<file path="src/rtl/pipe_controller_rv32.sv">
// RV32I decode-stage control with D->E->M->W control pipeline.
// Ports: decode inputs (op/funct3/funct7b5/ValidD), E-stage flags
//   (ZeroE/LtE/LtuE), hazard controls (StallE/FlushE), per-stage
//   control outputs, IllegalW and the retired-instruction counter.
module pipe_controller_rv32 #(
  parameter int ALU_CTRL_W   = 4,
  parameter int CNT_W        = 32,
  parameter bit ILLEGAL_KILL = 1'b1
) (
  input  logic                  clk,
  input  logic                  reset,
  input  logic                  ValidD,
  input  logic [6:0]            op,
  input  logic [2:0]            funct3,
  input  logic                  funct7b5,
  input  logic                  ZeroE,
  input  logic                  LtE,
  input  logic                  LtuE,
  input  logic                  StallE,
  input  logic                  FlushE,
  output logic [2:0]            ImmSrcD,
  output logic                  ALUSrcAE,
  output logic                  ALUSrcE,
  output logic [ALU_CTRL_W-1:0] ALUControlE,
  output logic                  ResultSrcE0,
  output logic                  PCSrcE,
  output logic                  JalrE,
  output logic                  MemWriteM,
  output logic                  RegWriteM,
  output logic [1:0]            ResultSrcW,
  output logic                  RegWriteW,
  output logic                  IllegalW,
  output logic [CNT_W-1:0]      InstRetCount
);

  localparam logic [6:0] OP_R     = 7'b0110011;
  localparam logic [6:0] OP_I     = 7'b0010011;
  localparam logic [6:0] OP_LOAD  = 7'b0000011;
  localparam logic [6:0] OP_STORE = 7'b0100011;
  localparam logic [6:0] OP_BR    = 7'b1100011;
  localparam logic [6:0] OP_JAL   = 7'b1101111;
  localparam logic [6:0] OP_JALR  = 7'b1100111;
  localparam logic [6:0] OP_LUI   = 7'b0110111;
  localparam logic [6:0] OP_AUIPC = 7'b0010111;

  localparam logic [3:0] ALU_ADD  = 4'd0;
  localparam logic [3:0] ALU_SUB  = 4'd1;
  localparam logic [3:0] ALU_AND  = 4'd2;
  localparam logic [3:0] ALU_OR   = 4'd3;
  localparam logic [3:0] ALU_XOR  = 4'd4;
  localparam logic [3:0] ALU_SLT  = 4'd5;
  localparam logic [3:0] ALU_SLTU = 4'd6;
  localparam logic [3:0] ALU_SLL  = 4'd7;
  localparam logic [3:0] ALU_SRL  = 4'd8;
  localparam logic [3:0] ALU_SRA  = 4'd9;

  typedef struct packed {
    logic       valid;
    logic       illegal;
    logic       reg_write;
    logic [1:0] result_src;
    logic       mem_write;
    logic       jump;
    logic       jalr;
    logic       branch;
    logic [3:0] alu_ctrl;
    logic       alu_src;
    logic       alu_src_a;
    logic [2:0] funct3;
  } ctrl_e_t;

  typedef struct packed {
    logic       valid;
    logic       illegal;
    logic       reg_write;
    logic [1:0] result_src;
    logic       mem_write;
  } ctrl_m_t;

  typedef struct packed {
    logic       valid;
    logic       illegal;
    logic       reg_write;
    logic [1:0] result_src;
  } ctrl_w_t;

  logic is_r, is_i, is_ld, is_st, is_br;
  logic is_jal, is_jalr, is_lui, is_auipc;
  logic legal_op, illegal_d;
  logic [3:0] alu_arith, alu_d;

  ctrl_e_t ctrl_d, e_q;
  ctrl_m_t m_d, m_q;
  ctrl_w_t w_q;
  logic [CNT_W-1:0] cnt_q, cnt_d;
  logic br_cond;

  assign is_r     = (op == OP_R);
  assign is_i     = (op == OP_I);
  assign is_ld    = (op == OP_LOAD);
  assign is_st    = (op == OP_STORE);
  assign is_br    = (op == OP_BR);
  assign is_jal   = (op == OP_JAL);
  assign is_jalr  = (op == OP_JALR);
  assign is_lui   = (op == OP_LUI);
  assign is_auipc = (op == OP_AUIPC);

  assign legal_op = is_r | is_i | is_ld | is_st | is_br
                  | is_jal | is_jalr | is_lui | is_auipc;

  // funct3 010/011 are unused branch encodings
  assign illegal_d = ~legal_op
                   | (is_jalr & (funct3 != 3'b000))
                   | (is_br & (funct3[2:1] == 2'b01));

  always_comb begin
    ImmSrcD = 3'b000;
    unique case (1'b1)
      is_st:            ImmSrcD = 3'b001;
      is_br:            ImmSrcD = 3'b010;
      is_jal:           ImmSrcD = 3'b011;
      is_lui, is_auipc: ImmSrcD = 3'b100;
      default:          ImmSrcD = 3'b000;
    endcase
  end

  // addi has no sub form: funct7b5 only matters for R-type 000
  always_comb begin
    alu_arith = ALU_ADD;
    unique case (funct3)
      3'b000: alu_arith = (is_r & funct7b5) ? ALU_SUB : ALU_ADD;
      3'b001: alu_arith = ALU_SLL;
      3'b010: alu_arith = ALU_SLT;
      3'b011: alu_arith = ALU_SLTU;
      3'b100: alu_arith = ALU_XOR;
      3'b101: alu_arith = funct7b5 ? ALU_SRA : ALU_SRL;
      3'b110: alu_arith = ALU_OR;
      3'b111: alu_arith = ALU_AND;
      default: alu_arith = ALU_ADD;
    endcase
  end

  always_comb begin
    alu_d = ALU_ADD;
    unique case (1'b1)
      is_r, is_i: alu_d = alu_arith;
      is_br:      alu_d = ALU_SUB;
      default:    alu_d = ALU_ADD;
    endcase
  end

  always_comb begin
    ctrl_d            = '0;
    ctrl_d.valid      = 1'b1;
    ctrl_d.illegal    = illegal_d;
    ctrl_d.reg_write  = is_r | is_i | is_ld | is_jal
                      | is_jalr | is_lui | is_auipc;
    ctrl_d.result_src = is_ld             ? 2'b01 :
                        (is_jal | is_jalr) ? 2'b10 :
                        is_lui            ? 2'b11 : 2'b00;
    ctrl_d.mem_write  = is_st;
    ctrl_d.jump       = is_jal | is_jalr;
    ctrl_d.jalr       = is_jalr;
    ctrl_d.branch     = is_br;
    ctrl_d.alu_ctrl   = alu_d;
    ctrl_d.alu_src    = is_i | is_ld | is_st | is_jalr
                      | is_lui | is_auipc;
    ctrl_d.alu_src_a  = is_auipc;
    ctrl_d.funct3     = funct3;
    if (ILLEGAL_KILL && illegal_d) begin
      ctrl_d.reg_write = 1'b0;
      ctrl_d.mem_write = 1'b0;
      ctrl_d.jump      = 1'b0;
      ctrl_d.jalr      = 1'b0;
      ctrl_d.branch    = 1'b0;
    end
    if (!ValidD) begin
      ctrl_d = '0;
    end
  end

  always_ff @(posedge clk or negedge reset) begin
    if (!reset) begin
      e_q <= '0;
    end else if (FlushE) begin
      e_q <= '0;
    end else if (!StallE) begin
      e_q <= ctrl_d;
    end
  end

  // a held E slot must not also advance into M
  always_comb begin
    m_d            = '0;
    m_d.valid      = e_q.valid;
    m_d.illegal    = e_q.illegal;
    m_d.reg_write  = e_q.reg_write;
    m_d.result_src = e_q.result_src;
    m_d.mem_write  = e_q.mem_write;
    if (StallE && !FlushE) begin
      m_d = '0;
    end
  end

  always_ff @(posedge clk or negedge reset) begin
    if (!reset) begin
      m_q <= '0;
      w_q <= '0;
    end else begin
      m_q <= m_d;
      w_q.valid      <= m_q.valid;
      w_q.illegal    <= m_q.illegal;
      w_q.reg_write  <= m_q.reg_write;
      w_q.result_src <= m_q.result_src;
    end
  end

  always_comb begin
    cnt_d = cnt_q;
    if (w_q.valid && !w_q.illegal) begin
      cnt_d = cnt_q + CNT_W'(1);
    end
  end

  always_ff @(posedge clk or negedge reset) begin
    if (!reset) begin
      cnt_q <= '0;
    end else begin
      cnt_q <= cnt_d;
    end
  end

  always_comb begin
    br_cond = 1'b0;
    unique case (e_q.funct3)
      3'b000:  br_cond = ZeroE;
      3'b001:  br_cond = ~ZeroE;
      3'b100:  br_cond = LtE;
      3'b101:  br_cond = ~LtE;
      3'b110:  br_cond = LtuE;
      3'b111:  br_cond = ~LtuE;
      default: br_cond = 1'b0;
    endcase
  end

  assign PCSrcE = e_q.valid
                & (e_q.jump | (e_q.branch & br_cond));

  assign ALUSrcAE     = e_q.alu_src_a;
  assign ALUSrcE      = e_q.alu_src;
  assign ALUControlE  = ALU_CTRL_W'(e_q.alu_ctrl);
  assign ResultSrcE0  = e_q.result_src[0];
  assign JalrE        = e_q.jalr;
  assign MemWriteM    = m_q.mem_write;
  assign RegWriteM    = m_q.reg_write;
  assign ResultSrcW   = w_q.result_src;
  assign RegWriteW    = w_q.reg_write;
  assign IllegalW     = w_q.valid & w_q.illegal;
  assign InstRetCount = cnt_q;

endmodule

</file>
<file path="config.mk">
export PLATFORM = sky130hd
export DESIGN_NAME = pipe_controller_rv32
export DESIGN_NICKNAME = d
export VERILOG_FILES = /design/src/rtl/pipe_controller_rv32.sv
export SDC_FILE = /design/constraint.sdc
export NUM_CORES = 1
export LEC_CHECK = 0
export BUFFER_PORTS_ARGS = -buffer_cell sky130_fd_sc_hd__buf_2
export CORE_UTILIZATION = 53
export CTS_CLUSTER_SIZE = 25
export DETAILED_ROUTE_END_ITERATION = 10
export GPL_ROUTABILITY_DRIVEN = 0
export PLACE_DENSITY = 0.76
export SLEW_MARGIN = 0
export SYNTH_ARGS = -nofsm -noshare
export SYNTH_HDL_FRONTEND = slang
export SYNTH_SLANG_ARGS = --single-unit
</file>
<file path="constraint.sdc">
create_clock -name clk -period 2 [get_ports clk]
set_input_delay 0.6 -clock clk [delete_from_list [all_inputs] [get_ports clk]]
set_output_delay 0.6 -clock clk [all_outputs]
set_load 0.01 [all_outputs]
</file>
# == Word-level counts from Yosys, hierarchy flattened ==
# Cells that the tools add are included.
# totals
register_bits,61
in_bits,19
out_inout_bits,50
word_cells,101
# op_classes
n_addsub,1
eq_ne,23
muxes,15
bitwise_logic,31
n_reduce_logical,9
# ops
op,n
18-bit 2-to-1 mux,3
"32-bit by 1-bit adder with 32-bit output, second input constant",1
4-bit case mux with 8 select lines,1
"3-bit equality test, second input constant",8
"7-bit by 6-bit equality test with 1-bit output, second input constant",3
"7-bit equality test, second input constant",3
1-bit bitwise OR,21
"7-bit by 5-bit equality test with 1-bit output, second input constant",2
3-bit case mux with 4 select lines,1
4-bit case mux with 2 select lines,1
"7-bit by 2-bit equality test with 1-bit output, second input constant",1
1-bit AND,6
"3-bit by 1-bit equality test with 1-bit output, second input constant",2
"3-bit by 2-bit equality test with 1-bit output, second input constant",2
3-bit zero test,2
2-bit 2-to-1 mux,3
6-bit 2-to-1 mux,1
1-bit case mux with 6 select lines,1
4-bit 2-to-1 mux,1
1-bit inverter,4
2-bit OR reduction,2
1-bit 2-to-1 mux,3
3-bit nonzero test,1
"2-bit by 1-bit equality test with 1-bit output, second input constant",1
other kinds (3),5

# == Depth between registers and ports, before layout ==
# depth
ltp_word,16
mapped_depth,6
mapped_depth_nobuf,6

# == Worst setup path before layout ==
# OpenSTA, ideal clock, no wires.
# synth_path
path_kind,input-to-output
startpoint,in op[2]
endpoint,out ImmSrcD[0]
arrival_ps,1527
required_time_ps,1400
slack_ps,-127
stages,3
path_buffers,1
path_cell_list,clkbuf_1 or3_1 a211oi_1
# synth_between
elab_chain_cells,3
word_cells_on_any_way,7
classes_between,eq/ne: 5; mux: 1; reduce/logical: 1
# synth_lines
item,line,text
"start, declared",13,"input logic [6:0] op,"
7-bit by 6-bit equality test with 1-bit output / 7-bit by 5-bit equality test with 1-bit output (equally long branches),"105, 106",
2-bit OR reduction,118,unique case (1'b1)
3-bit case mux with 4 select lines (*),118,
"end, declared",21,"output logic [2:0] ImmSrcD,"
# Mark *: on every way between the ends. The rest lies on a longest branch, timed or not.

# == Worst setup path after layout ==
# layout_path
startpoint,reg e_q[2] (netlist name)
endpoint,out PCSrcE
# layout_between
elab_chain_cells,5
word_cells_on_any_way,10
classes_between,eq/ne: 5; mux: 1; bitwise: 3; reduce/logical: 1
# layout_lines
item,line,text
"start, declared",92,"ctrl_e_t ctrl_d, e_q;"
"start signal, assigned",188,e_q <= ctrl_d;
3-bit equality test (tied with other cells),235,unique case (e_q.funct3)
1-bit case mux with 6 select lines (*),235,
1-bit AND (*),247,& (e_q.jump | (e_q.branch & br_cond));
1-bit bitwise OR (*),247,
1-bit AND (*),247,
"end, declared",26,"output logic PCSrcE,"
# Marks and branches as above.

==> metrics.md <==
| Metric | Value |
|---|---|
| Status | finished, violations left |
| Failing checks | setup timing |
| R2R depth | 6 |
| Via density | approximately 5.1 |
| Fin. Hold Viols | 0 |
| GRT overflow | 0 |
| Main synth FF type | dfrtp_1 |
| Initial Utilization | 55.4% |
| Initial antenna violation count | 0 |
| Most frequent cell after synthesis | dfrtp_1 |
| Top post-synthesis cells by count | dfrtp_1, nor2_1, nand2_1, nand3_1, xnor2_1 |
| Worst-skew pair later-pin latency | 0.33 ns |
| Core region area | around 5200 um2 |
| Antenna diodes | 0 |
| Post-synthesis sequential area ratio | 53.2% |
| Largest net degree at the start of global routing | 62 |
| Post-Syn Nets | 279 |
| Final setup fails | 1 |
| Dominant cell type by area after synthesis | dfrtp_1 |
| Worst Skew | between 0.008 and 0.009 ns |
| CP endpoint kind | primary output |
| Share of layout cells above drive strength 1 | between 30% and 40% |
| Share of flip-flops with an asynchronous set or reset | 100% |
| Crit path launch type | flop |
| CTS tree | built |
| First-pass GRT wire length | 8.60 mm |
| Die footprint | 5710 um2 |
| CTS Root Cell | clkbuf_8 |
| Layout Area Growth over Synthesis | 27.4% |
| HPWL after DPL | 4.06 mm |
| FF+latch count, synth | a little over 60 |
| Post-CTS Setup Bufs | 0 |
| Tot GR Track Use | 20.7% |
| Crit path capture | PCSrcE |
| FP Rows | 26 |
| Slew Viols, Final | 0 |
| Yosys cell types | 44 |
| Synth top area cells | dfrtp_1, xnor2_1, xor2_1 |
| DRT iter0 DRCs | 105 |
| Cell count after synthesis | 259 |
| Htree depth | 3 |
| CP Class | flop to primary output |
| Pleak | 1.90 nW |
| Syn Std Cell Area | 2870 um2 |
| I/O pin total | 69 |
| Post-layout util | 70.6% |
| DR pass1 iterations | 4 |
| R2R Setup Slk | between 0.3 and 0.4 ns |
| Final Worst Setup Slack | -0.103 ns |
| Nets | 368 |
| Power Density | 767 nW/um2 |
| WL per Instance | roughly 13 um |
| Placed Instances | 407 |
| Horiz. Die Dim | ~76 um |
| Crit share post-route | 105% |
| Max Cap Viol | 0 |
| Num CTS Buffers | 9 |
| Worst slew margin | between 70% and 80% |
| Hold Crit Class | primary input to asynchronous set/reset pin |
| Die H | 75.6 um |
| Residual DRC | 0 |
| Critical Path Source | e_q[2] |
| Vias post-DR | 2164 |
| Pre-CTS setup slack | -0.149 ns |
| Post-DRT Antenna Nets | 0 |
| Worst-Margin Slew | 0.338 ns |
| Post-synth EDFFs | 0 |
| PortBufs | 68 |
| Final WL | 5.50 mm |
| F_max | about 480 MHz |
| Critical path arrival | 1.50 ns |
| PnR Total Power | ~2.8 mW |
| Maximum vdd drop | 0.439 mV |
| Clock slew at reported path FFs | roughly 0.070 ns |
| Final std cells w/o fill | 423 |
| Clock tree buffer depth | 2 |
| Synth warn | 0 |
| Clock sink count | about 60 |
| Reg-to-reg startpoint | InstRetCount[0] |
| Largest fanout on the critical path | 2 |
| Vias in the first global route | roughly 2000 |
| Synth Area per Inst | roughly 11 um2 |
| Crit path time final | 2.10 ns |
| Yosys top cell area share | 53.2% |
| Unrepaired setup endpoints after global routing | true |
| WP data required | roughly 1.4 ns |
| Crit Reg-Reg Endpoint | InstRetCount[20] |
==> state kept, by name (all words and copies together), names as in the netlist, 2 cells and up <==
signal        count
ALUControlE       4
w_q               2
ResultSrcW        2
InstRetCount     32
e_q              10
m_q               4
==> area by class of cell <==
| type | instances | area, um2 |
|---|---|---|
| tap | 70 | 87.6 |
| multi-input combinational | 181 | 1260 |
| inverter | 4 | 15.0 |
| clock inverter | 6 | 87.6 |
| timing repair buffer | 91 | 544 |
| sequential | 61 | 1530 |
| clock buffer | 10 | 128 |
| fill | 377 | 1520 |
==> power by group <==
part           switching (mW)  leakage (nW)  internal, mW
Combinational           0.152         0.959         0.132
Sequential             0.0563         0.841          1.28
Clock                   0.480        0.0985         0.699
Total                   0.689          1.90          2.11
==> per-stage QoR <==
| step | hold WS (ns) | area (um2) | TNS [ns] |
|---|---|---|---|
| floorplan | 0.304 | 2880 | 0 |
| global placement | 0.334 | 3420 | -0.157 |
| detailed placement | 0.335 | 3420 | -0.172 |
| CTS | 0.264 | 3640 | -0.199 |
| global route | 0.281 | 3650 | -0.212 |
| finish | 0.264 | 3650 | -0.103 |
==> cells in the final DEF, fill, tap and decap left out, types with 3 or more instances in the layout <==
cell type,Yosys,layout
nand4_1,4,4
and3_1,3,3
a32o_1,5,5
dfrtp_1,61,61
nand3_1,20,20
nor2b_1,13,13
nor3b_1,3,3
buf_2,2,67
nand2b_1,3,3
nor2_1,23,23
inv_1,4,4
clkbuf_8,0,9
o21ai_0,7,6
a21oi_1,4,3
xor2_1,16,16
clkinvlp_4,0,3
a22o_1,6,6
nor3_2,3,4
buf_4,6,21
xnor2_1,18,18
nand2_1,21,21
==> critical path: stages, from the launching register on <==
cell,delay (ns)
dfrtp_1,0.36
mux2i_1,0.24
xor2_1,0.17
o21ai_1,0.09
a21oi_2,0.13
nor2b_1,0.05
buf_2,0.13
==> how the worst min path moves through the flow <==
stage	slack [ns]	endpoint	cells past startpoint
final	0.26	InstRetCount[5]	2
after floorplan	0.30	ALUControlE[0]	0
after detailed placement	0.33	ResultSrcW[1]	0
after global placement	0.33	ResultSrcW[1]	0
after global routing	0.28	InstRetCount[5]	2
after CTS	0.26	InstRetCount[5]	2
==> kinds of logic after synthesis <==
group	share of synthesized area (%)
buffers and inverters	3.36
DFF	53.2
muxes	1.13
and+or+nand+nor	23.7
adders and majority gates	0.436
xor gates and xnor gates	10.4
AOI/OAI and AO/OA	7.77
==> repair_timing <==
| action | in CTS | in global routing |
|---|---|---|
| setup endpoints to repair | 2 | 2 |
| resized for setup | 2 | 2 |
| hold buffers | 0 | 0 |
| pin swaps | 3 | 0 |
==> routing by layer <==
layer	GRT usage (%)	part of all wire, %	up-vias
li1	-	-	1077
met1	24.4	44	1008
met2	35.2	50	69
met3	6.61	5.0	10
met4	8.64	1.5	0
met5	0	0	-
Note: power is estimated with default switching activity, not from simulation.
